## config.mk

```make
export PLATFORM = sky130hd
export DESIGN_NAME = tns_decoder_21_pipe
export DESIGN_NICKNAME = d
export VERILOG_FILES = /design/src/rtl/tns_decoder_21_pipe.sv
export SDC_FILE = /design/constraint.sdc
export NUM_CORES = 1
export LEC_CHECK = 0
export CAP_MARGIN = 20
export CORE_MARGIN = 5
export CORE_UTILIZATION = 41
export DETAILED_ROUTE_END_ITERATION = 8
export PLACE_DENSITY = 0.66
export SKIP_LAST_GASP = 1
export SLEW_MARGIN = 20
export SYNTH_ARGS = -nofsm -noshare
export SYNTH_HDL_FRONTEND = slang
export SYNTH_SLANG_ARGS = --single-unit
```

## constraint.sdc

```tcl
create_clock -name clock -period 2 [get_ports clock]
set_clock_uncertainty 0.05 [all_clocks]
set_input_delay 0.4 -clock clock [delete_from_list [all_inputs] [get_ports clock]]
set_output_delay 0.4 -clock clock [all_outputs]
set_load 0.05 [all_outputs]
```

## src/rtl/tns_decoder_21_pipe.sv

```systemverilog
// TNS 21-bit decoder: weighted bit sum in two registered stages.
// Ports: clock/rst_n, codein+in_valid/in_ready, dataout+err_out+out_valid/out_ready.
`ifndef TNS_HDR_SVH
`define TNS_HDR_SVH
`define BLEN07 14
`define TNS1_A 2
`define TNS1_B 1
`define TNS1_C 1
`define TNS2_A 8
`define TNS2_B 4
`define TNS2_C 4
`define TNS3_A 32
`define TNS3_B 16
`define TNS3_C 16
`define TNS4_A 128
`define TNS4_B 64
`define TNS4_C 64
`define TNS5_A 512
`define TNS5_B 256
`define TNS5_C 256
`define TNS6_A 2048
`define TNS6_B 1024
`define TNS6_C 1024
`define TNS7_A 8192
`define TNS7_B 4096
`define TNS7_C 4096
`endif

module tns_decoder_21_pipe #(
  parameter bit CHECK_EN = 1'b1
) (
  input  logic               clock,
  input  logic               rst_n,
  input  logic [20:0]        codein,
  input  logic               in_valid,
  output logic               in_ready,
  output logic [`BLEN07-1:0] dataout,
  output logic               out_valid,
  input  logic               out_ready,
  output logic               err_out
);

  localparam int W = `BLEN07 + 1;
  typedef logic [W-1:0] sum_t;

  function automatic sum_t grp(
    input logic [2:0] g,
    input int         a,
    input int         b,
    input int         c
  );
    sum_t s;
    s = '0;
    if (g[2]) s = s + sum_t'(a);
    if (g[1]) s = s + sum_t'(b);
    if (g[0]) s = s + sum_t'(c);
    return s;
  endfunction

  logic s1_valid;
  logic s2_valid;
  logic s1_load;
  logic s2_load;
  sum_t p_hi;
  sum_t p_lo;
  sum_t p_hi_d;
  sum_t p_lo_d;
  sum_t sum;

  // Group 1 low bit (bit 0) carries unit weight, added separately.
  always_comb begin
    p_hi_d = grp(codein[20:18], `TNS7_A, `TNS7_B, `TNS7_C)
           + grp(codein[17:15], `TNS6_A, `TNS6_B, `TNS6_C)
           + grp(codein[14:12], `TNS5_A, `TNS5_B, `TNS5_C)
           + grp(codein[11:9],  `TNS4_A, `TNS4_B, `TNS4_C);
    p_lo_d = grp(codein[8:6], `TNS3_A, `TNS3_B, `TNS3_C)
           + grp(codein[5:3], `TNS2_A, `TNS2_B, `TNS2_C)
           + grp({codein[2:1], 1'b0}, `TNS1_A, `TNS1_B, `TNS1_C)
           + sum_t'(codein[0]);
  end

  assign sum       = p_hi + p_lo;
  assign out_valid = s2_valid;
  // Depends only on stage valids and out_ready, never on in_valid.
  assign in_ready  = !s1_valid || !s2_valid || out_ready;
  assign s1_load   = in_valid && in_ready;
  assign s2_load   = s1_valid && (!s2_valid || out_ready);

  always_ff @(posedge clock or negedge rst_n) begin
    if (!rst_n) begin
      s1_valid <= 1'b0;
      p_hi     <= '0;
      p_lo     <= '0;
    end else if (s1_load) begin
      s1_valid <= 1'b1;
      p_hi     <= p_hi_d;
      p_lo     <= p_lo_d;
    end else if (s2_load) begin
      s1_valid <= 1'b0;
    end
  end

  always_ff @(posedge clock or negedge rst_n) begin
    if (!rst_n) begin
      s2_valid <= 1'b0;
      dataout  <= '0;
      err_out  <= 1'b0;
    end else if (s2_load) begin
      s2_valid <= 1'b1;
      dataout  <= sum[W-2:0];
      err_out  <= CHECK_EN && sum[W-1];
    end else if (out_ready) begin
      s2_valid <= 1'b0;
    end
  end

endmodule
```

==> out/qor.log <==
INFO  status         status=finished, final reports clean
INFO  setup_path     worstPathCellList=clkdlybuf4s50_1 > buf_4 > and2_1 > ha_4 > a21oi_1 > or4_4 > nand3_2
INFO  power          p_leak=1.28nW
INFO  finish         diodes=0
INFO  synthesis      post_synth_edffs=0
INFO  global_routing global_route.peak_usage_layer=met2
INFO  die            fp.dieArea=6360squm
INFO  power          power_density=879nW/um^2
INFO  detailed_routing drt_first_iter_violations=77
INFO  placement      pre_cts_slack=-488ps
INFO  global_routing vias_in_the_first_global_route=1552
INFO  synthesis      ys_dominant_reg_cell=dfrtp_1
INFO  setup_path     cp_slowest_cell=or4_4
INFO  setup_path     crit_cells=7
INFO  setup_path     setup.worst_path.end=p_hi[13]
INFO  timing         grt_setup_unrepaired=no
INFO  setup_path     rr_startpoint=p_hi[6]
INFO  timing         max_slew.worst_pin.slew=497ps
INFO  clocking       cts-hold-fix-buffers=0
INFO  timing         final-max-slew-violation-count=0
INFO  power          cell_internal_pwr=0.00162W
INFO  clocking       cts-htree-levels=2
INFO  finish         area_delta_synth_final=44.1%
INFO  synthesis      yosys_warnings=0
INFO  setup_path     critPathBufInv=2
INFO  synthesis      mappedNetlistArea=1990squm
INFO  die            die_w=79.7um
INFO  global_routing gr-usage-met1=16.8%
INFO  timing         fin_crit_sh=96.8%
INFO  hold_path      min_delay_path_depth=3
INFO  synthesis      syn-num-nets=239
INFO  timing         clock.fmax=516MHz
INFO  setup_path     critPathMaxStageDelay=520ps
INFO  global_routing groute.usage.overall=13.6%
INFO  synthesis      postSynthCellCount=198
INFO  global_routing grt_max_degree=35
INFO  timing         timing.setup.tns=0ps
INFO  placement      gpl.final_weighted_congestion=0.734
INFO  placement      io_buffer_count=41
INFO  job            drv.max_cap_violation_count=0
INFO  synthesis      ys_async_sr_fraction=100%
INFO  synthesis      ys_types=39
INFO  setup_path     cp.arrival=2110ps
INFO  global_routing antenna_found_initial=0
INFO  detailed_routing detail_route.vias_per_cell=4.62
INFO  setup_path     setup_crit_path_kind=in2reg
INFO  clocking       clock_sinks=34
INFO  global_routing grt_remaining_overflow=0
INFO  synthesis      synth_seq_area_share=42.7%
INFO  die            effective_utilization_at_floorplan=42.2%
INFO  power          seq_power_share=36.6%
INFO  setup_path     worstSetupStartpointType=input pin
INFO  clocking       cts_setup_buffers=0
INFO  detailed_routing finalWirelength=3910um
INFO  synthesis      synthesis.area_per_instance=10.1squm
INFO  die            row_count=25
INFO  clocking       clock_latency=290ps
INFO  timing         post-route-worst-setup-slack=63.5ps
INFO  timing         final_hold_viol_count=0
INFO  timing         finalSetupViolCount=0
INFO  detailed_routing drt_pass1_iterations=4
INFO  power          clock_share_of_power=24.2%
INFO  finish         final_net_count=310
INFO  global_routing groute.layer.met2.usage=23.3%
INFO  detailed_routing route.vias.total=1557
INFO  setup_path     critical_path_peak_fanout=3
INFO  timing         layout_min_cycle_time=1940ps
INFO  detailed_routing wl_per_cell=11.6um
INFO  global_routing grt_use_met3=2.37%
INFO  clocking       clock_tree.root_cell=clkbuf_8
INFO  setup_path     crit_required=2180ps
INFO  clocking       tritoncts_clock_tree=built
INFO  power          p_comb_share=39.2%
INFO  synthesis      yosys_register_bits=34
INFO  detailed_routing drc=0
INFO  setup_path     critPathLaunch=codein[15]
INFO  power          p_switching=0.000908W
INFO  finish         post_route_cells_drive_above_1_share=24.1%
INFO  clocking       worst_setup_hold_path_clk_slew=70ps
INFO  die            coreArea=4720squm
INFO  setup_path     timing.reg2reg.worst_path_depth=7
INFO  clocking       clk_path_buf_depth=2
INFO  placement      dp_hpwl=3160um
INFO  clocking       cts_inserted_buffers=5
INFO  die            dieHeight=79.7um
INFO  global_routing grt_first_pass_wirelength=6810um
INFO  power          sw_frac_of_total=36.0%
INFO  power          irDropWorstVdd=0.000446V
INFO  setup_path     reg2reg_setup_slack=130ps
INFO  hold_path      min-delay-path-class=in2reg
INFO  timing         relative_slew_slack=66.8%
INFO  die            io-pin-count=42
INFO  setup_path     reg2reg_to=err_out
INFO  setup_path     cp_top_family=simple AND/OR/NAND/NOR gates
INFO  detailed_routing antenna_violating_nets_post_route=0
INFO  setup_path     critical_path.endpoint_type=flip-flop
==> cell families after synthesis <==
group,Yosys count,share of synthesized area [%]
buffers and inverters,10,2.39
multiplexers,12,6.72
AND/OR/NAND/NOR,72,17.6
AO/OA/AOI/OAI,35,11.4
adder cells (fa/ha/maj),16,10.4
XOR/XNOR,19,8.73
flip-flops,34,42.7
==> tightest hold or removal path: cells and delay by family <==
family	cells	cell delay (ps)
AOI/OAI and AO/OA	1	130
muxes	1	80
buffers and inverters	1	100
==> per-stage QoR <==
stage	utilization, %	power [W]	hold slack [ps]	area, sq um	instances
finish	60.8	0.00253	418	2870	337
global route	60.8	0.00268	450	2870	337
CTS	60.0	0.00255	434	2840	337
detailed placement	57.1	0.00192	417	2700	329
global placement	57.1	0.00190	405	2700	329
floorplan	-	0.00153	54.4	1990	198
==> how the worst min path moves through the flow <==
stage                  end         from  slack [ps]
2_1_floorplan   dataout[0]        rst_n          50
3_3_place_gp       p_lo[2]      p_lo[2]         400
3_5_place_dp       p_lo[0]      p_lo[0]         420
4_1_cts            p_lo[0]      p_lo[0]         430
5_1_grt        dataout[10]  dataout[10]         450
6_report           p_hi[7]   codein[11]         420
==> what timing repair did <==
action | 4_1_cts | 5_1_grt
endpoints found under the setup margin | 5 | 4
gates resized for setup | 10 | 9
pin swaps | 2 | 2
==> cell type report <==
cell class,count,area (sq um)
inverter,4,15.0
clock inverter,3,40.0
timing repair buffer,70,654
tap,67,83.8
sequential,34,852
multi-input combinational,154,1160
clock buffer,5,68.8
fill,420,1850
==> Yosys cell counts, types with 4 or more instances <==
library cell / number / area, sq um
nand3_1: 4 / 20.0
ha_1: 15 / 188
dfrtp_1: 34 / 851
nand2_1: 41 / 154
xor2_1: 9 / 78.8
inv_1: 4 / 15.0
and2_1: 4 / 25.0
nand2b_1: 4 / 25.0
mux2_2: 11 / 124
a21oi_1: 4 / 20.0
nand4b_1: 4 / 35.0
o21ai_0: 16 / 80.1
xnor2_1: 9 / 78.8
nand3b_1: 4 / 30.0
==> sequential cells by signal (all words and copies together), names as in the netlist <==
signal	count
p_hi	9
dataout	14
err_out	1
s1_valid	1
p_lo	8
out_valid	1
==> power by group through the flow <==
| stage | combinational (W) | sequential [W] | clock [W] |
|---|---|---|---|
| final | 0.000990 | 0.000924 | 0.000612 |
| after global routing | 0.00107 | 0.000952 | 0.000657 |
| after CTS | 0.000991 | 0.000928 | 0.000629 |
| after detailed placement | 0.000979 | 0.000941 | 0 |
| after global placement | 0.000966 | 0.000934 | 0 |
| after floorplan | 0.000292 | 0.00124 | 0 |
==> per-layer routing <==
metal  vias up  part of all wire [%]  wire [um]
li1        834                     -          -
met1       688                    47       1830
met2        29                    47       1840
met3         6                   4.0        155
met4         0                   1.9         74
met5         -                     0          0
==> placed cells by master (no fill, tap or decap), drive strengths merged, types with 2 or more instances in the layout <==
master and instances:
a21o 3, a21oi 4, a31oi 2, and2 6, buf 30, clkbuf 5
clkdlybuf4s50 34, clkinv 2, dfrtp 34, dlygate4sd2 3, dlymetal6s2s 3, ha 15
inv 4, mux2 11, nand2 41, nand2b 4, nand3 4, nand3b 4
nand4b 4, nor2 3, nor3 2, o21ai 17, xnor2 9, xor2 10
(Power assumes the default switching activity.)
